--- src/rtl/fetch_buffer.sv ---
// Instruction fetch front end: one-outstanding-request memory fetch FSM feeding
// a small circular buffer of {instruction, pc} entries toward decode.
//
// state | meaning
// IDLE  | nothing outstanding, may issue a request
// WAIT  | one request outstanding, response will be buffered
// DROP  | one outstanding response to be discarded after a redirect
module fetch_buffer #(
    parameter int DEPTH = 2
) (
    input  logic        clk,
    input  logic        rst,
    input  logic [31:0] pc_q,
    output logic        pc_en,
    input  logic        flush,
    output logic        imem_req,
    output logic [11:0] imem_addr,
    input  logic        imem_gnt,
    input  logic        imem_rvalid,
    input  logic [31:0] imem_rdata,
    output logic        dec_valid,
    input  logic        dec_ready,
    output logic [31:0] dec_insn,
    output logic [31:0] dec_pc,
    output logic [31:0] dec_pc_plus
);

    localparam int PW = $clog2(DEPTH);
    localparam int CW = $clog2(DEPTH + 1);

    typedef enum logic [1:0] {IDLE, WAIT, DROP} state_t;

    state_t          state, state_nxt;
    logic [31:0]     tag;
    logic [PW-1:0]   rd_ptr, wr_ptr;
    logic [CW-1:0]   occ;
    logic [31:0]     mem_insn [DEPTH];
    logic [31:0]     mem_pc   [DEPTH];
    logic            accept, push, pop;

    assign imem_addr = pc_q[11:0];

    always_comb begin
        imem_req  = !rst && (state == IDLE) && !flush && (occ < CW'(DEPTH));
        accept    = imem_req && imem_gnt;
        pc_en     = !rst && (accept || flush);
        dec_valid = !rst && (occ != '0) && !flush;
        pop       = dec_valid && dec_ready;
        push      = !rst && (state == WAIT) && imem_rvalid && !flush;
    end

    // A response arriving in WAIT or DROP always ends the outstanding request,
    // whether it is kept or thrown away.
    always_comb begin
        state_nxt = state;
        case (state)
            IDLE:    if (accept) state_nxt = WAIT;
            WAIT: begin
                if (imem_rvalid)  state_nxt = IDLE;
                else if (flush)   state_nxt = DROP;
            end
            DROP:    if (imem_rvalid) state_nxt = IDLE;
            default: state_nxt = IDLE;
        endcase
    end

    always_ff @(posedge clk or posedge rst) begin
        if (rst) begin
            state  <= IDLE;
            tag    <= '0;
            rd_ptr <= '0;
            wr_ptr <= '0;
            occ    <= '0;
        end else begin
            state <= state_nxt;
            if (accept) tag <= pc_q;
            if (flush) begin
                rd_ptr <= '0;
                wr_ptr <= '0;
                occ    <= '0;
            end else begin
                if (push) wr_ptr <= wr_ptr + PW'(1);
                if (pop)  rd_ptr <= rd_ptr + PW'(1);
                if (push && !pop)      occ <= occ + CW'(1);
                else if (pop && !push) occ <= occ - CW'(1);
            end
        end
    end

    // Storage needs no reset: the head is only exposed once occupancy is non-zero.
    always_ff @(posedge clk) begin
        if (push) begin
            mem_insn[wr_ptr] <= imem_rdata;
            mem_pc[wr_ptr]   <= tag;
        end
    end

    always_comb begin
        dec_insn    = rst ? 32'h0 : mem_insn[rd_ptr];
        dec_pc      = rst ? 32'h0 : mem_pc[rd_ptr];
        dec_pc_plus = rst ? 32'h0 : mem_pc[rd_ptr] + 32'h1;
    end

endmodule
--- config.mk ---
export PLATFORM = sky130hd
export DESIGN_NAME = fetch_buffer
export DESIGN_NICKNAME = d
export VERILOG_FILES = /design/src/rtl/fetch_buffer.sv
export SDC_FILE = /design/constraint.sdc
export NUM_CORES = 1
export LEC_CHECK = 0
export ABC_AREA = 1
export CAP_MARGIN = 20
export CORE_MARGIN = 1.5
export CORE_UTILIZATION = 30
export CTS_CLUSTER_DIAMETER = 50
export DETAILED_ROUTE_END_ITERATION = 12
export GPL_TIMING_DRIVEN = 0
export SLEW_MARGIN = 20
export SYNTH_ARGS = -nofsm -noshare
export SYNTH_HDL_FRONTEND = slang
export SYNTH_SLANG_ARGS = --single-unit
--- constraint.sdc ---
create_clock -name clk -period 14.2 [get_ports clk]
set_clock_uncertainty 0.05 [all_clocks]
set_input_delay 2.13 -clock clk [delete_from_list [all_inputs] [get_ports clk]]
set_output_delay 2.13 -clock clk [all_outputs]
set_load 0.005 [all_outputs]
==> flow_metrics.env <==
export IMPL_status="finished, final reports clean"
export IMPL_synth_area_leader_cell="edfxtp_1"
export IMPL_vias=6224
export IMPL_grt_pass1_wl_um=33300
export IMPL_r2r_end="mem_insn[0][24]$_DFFE_PP_"
export IMPL_r2r_cells=8
export IMPL_netlist_area_leader_share=0.493
export IMPL_internal_power_uw=981
export IMPL_postRouteAntennaNets=0
export IMPL_place_hpwl_um=16700
export IMPL_wl_um=22400
export IMPL_synth_area_leaders="edfxtp_1 (49%), nand2_1 (13%), dfrtp_1 (12%)"
export IMPL_gp_congestion=0.895
export IMPL_post_route_period_util=0.459
export IMPL_htree_num_levels=4
export IMPL_synthArstFlopShare=0.229
export IMPL_die_h_um=164
export IMPL_reg2reg_from="state[1]$_DFFE_PP0P_"
export IMPL_synth_edf_count=128
export IMPL_min_period_ns=6.52
export IMPL_fin_util=0.425
export IMPL_ys_ff_latch=166
export IMPL_syn_cell_area_um2=7790
export IMPL_initial_core_util=0.308
export IMPL_cts_hold_buf=0
export IMPL_cts_setup_buffers=0
export IMPL_endpoint="pc_en"
export IMPL_p_seq_frac=0.467
export IMPL_clk_latency_ns=0.43
export IMPL_first_iter_violations=462
export IMPL_ys_warn_count=0
export IMPL_cts_tree="yes"
export IMPL_pwr_share_clk=0.342
export IMPL_rsz0062_at_grt="false"
export IMPL_critPathRequiredTime_ns=12.02
export IMPL_port_buffers=179
export IMPL_final_common_cell="nand2_1"
export IMPL_nNetsFinal=1112
export IMPL_maxSlewViolCount=0
export IMPL_critPathCaptureType="primary output"
export IMPL_route_detailed_drc=0
export IMPL_rows=58
export IMPL_cap_violations=0
export IMPL_synth_nets=902
export IMPL_firstDrtPassIters=6
export IMPL_setup_viol=0
export IMPL_synth_seq_area_share=0.615
export IMPL_viasPerCell=4.50
export IMPL_coreArea_um2=25300
export IMPL_powerDensity_nw_per_um2=127
export IMPL_overflow=0
export IMPL_clockBufferDepth=2
export IMPL_final_setup_tns_ns=0
export IMPL_startpoint_type="primary input"
export IMPL_drive_gt1_frac=0.122
export IMPL_startpoint="flush"
export IMPL_rrSetupSlack_ns=11.85
export IMPL_tightest_slew_ns=0.727
export IMPL_dieArea_um2=26900
export IMPL_clock_sinks=166
export IMPL_synthToLayoutAreaGrowth_pct=38.1
export IMPL_antenna_found_initial=0
export IMPL_worstHoldStart="tag[0]$_DFFE_PP0P_"
export IMPL_die_w_um=164
export IMPL_layout_common_cells="nand2_1 (271), clkdlybuf4s50_1 (179), nor2_1 (135)"
export IMPL_antennaDiodeCount=0
export IMPL_post_drt_wl_per_cell_um=16.2
export IMPL_numCtsBuffers=17
export IMPL_p_sw_frac=0.280
export IMPL_synth_ff_type="edfxtp_1"
export IMPL_p_comb_frac=0.190
export IMPL_fmax_mhz=153
export IMPL_cts_resized=0
export IMPL_switchingPower_uw=382
export IMPL_avgSynthCellArea_um2=9.37
export IMPL_grt_pass1_vias=5795
export IMPL_ioPinCount=181
export IMPL_clk_pin_slew_ns=0.06
export IMPL_p_leak_uw=0.00442
export IMPL_track_usage=0.168
export IMPL_crit_type="primary input to primary output"
export IMPL_cp_arrival_ns=4.34
export IMPL_worstHoldPathType="flop to flop"
export IMPL_max_slew_margin=0.515
export IMPL_timing_final_hold_violations=0
export IMPL_ys_types=38
export IMPL_synth_cells=831
export IMPL_grt_max_degree=48
export IMPL_cts_root_buf="clkbuf_16"
export IMPL_vdd_drop_max_mv=0.0888
export IMPL_path_max_fanout=10
-- worst min path at each step --
stage / to / slack [ns] / cells past startpoint
after floorplan: mem_pc[0][0]$_DFFE_PP_ / 0.39 / 0
after detailed placement: mem_pc[0][1]$_DFFE_PP_ / 0.40 / 0
after CTS: mem_pc[0][0]$_DFFE_PP_ / 0.42 / 0
after global routing: mem_pc[1][1]$_DFFE_PP_ / 0.44 / 0
after global placement: mem_pc[0][23]$_DFFE_PP_ / 0.40 / 0
final: mem_pc[0][0]$_DFFE_PP_ / 0.43 / 0
-- cells by family after synthesis --
family | after synthesis | share of synthesized area
compound gates | 67 | 0.0442
buf+inv | 106 | 0.0678
simple gates | 489 | 0.269
flops | 166 | 0.615
xor+xnor | 2 | 0.00225
fa+ha+maj | 1 | 0.00161
-- routing by layer --
layer  vias up  GRT usage  part of all wire
li1       3084          -                 -
met5         -          0                 0
met2       184      0.274              0.48
met3        27     0.0298             0.050
met1      2929      0.225              0.45
met4         0     0.0541             0.017
-- Yosys cell counts (all sizes together) (3+ instances only) --
master and instances:
a21oi 11, nand3 18, dfrtp 38, and2 3, inv 61, buf 29, nand4 6, edfxtp 128
nor2 155, clkbuf 15, nand2 301, o21ai 52
-- area by class of cell --
type | instances | area (um2)
buffer | 44 | 292
clock buffer | 18 | 429
clock inverter | 14 | 164
fill | 2447 | 14600
inverter | 62 | 240
multi-input combinational | 559 | 2480
sequential | 166 | 4790
tap | 330 | 413
timing repair buffer | 191 | 1950
-- stage by stage --
| step | power (uW) | setup WS, ns | hold slack [ns] | std cells | cell area (um2) |
|---|---|---|---|---|---|
| finish | 1360 | 7.68 | 0.425 | 1384 | 10800 |
| floorplan | 773 | 6.72 | 0.392 | 831 | 7790 |
| detailed placement | 907 | 7.70 | 0.403 | 1352 | 10200 |
| CTS | 1370 | 7.67 | 0.423 | 1384 | 10800 |
| global route | 1420 | 7.52 | 0.436 | 1384 | 10800 |
| global placement | 900 | 3.19 | 0.400 | 1340 | 9990 |
-- registers in the layout, indices dropped and copies added, names as in the netlist --
name / flops
rd_ptr: 1
tag: 32
mem_pc: 64
mem_insn: 64
wr_ptr: 1
occ: 2
state: 2
-- worst max-delay path, cell delays in order --
cell             delay [ns]
clkdlybuf4s50_1        0.40
clkinv_1               0.15
nand2_1                0.10
nor4_2                 0.24
nand2_1                0.32
buf_2                  0.29
a21oi_1                0.16
clkdlybuf4s50_1        0.53
-- power by group through the flow --
stage / combinational [uW] / sequential [uW] / clock (uW)
floorplan: 140 / 633 / 0
global placement: 257 / 643 / 0
detailed placement: 261 / 646 / 0
CTS: 263 / 636 / 476
global route: 288 / 643 / 494
finish: 260 / 637 / 466
(Power assumes the default switching activity.)
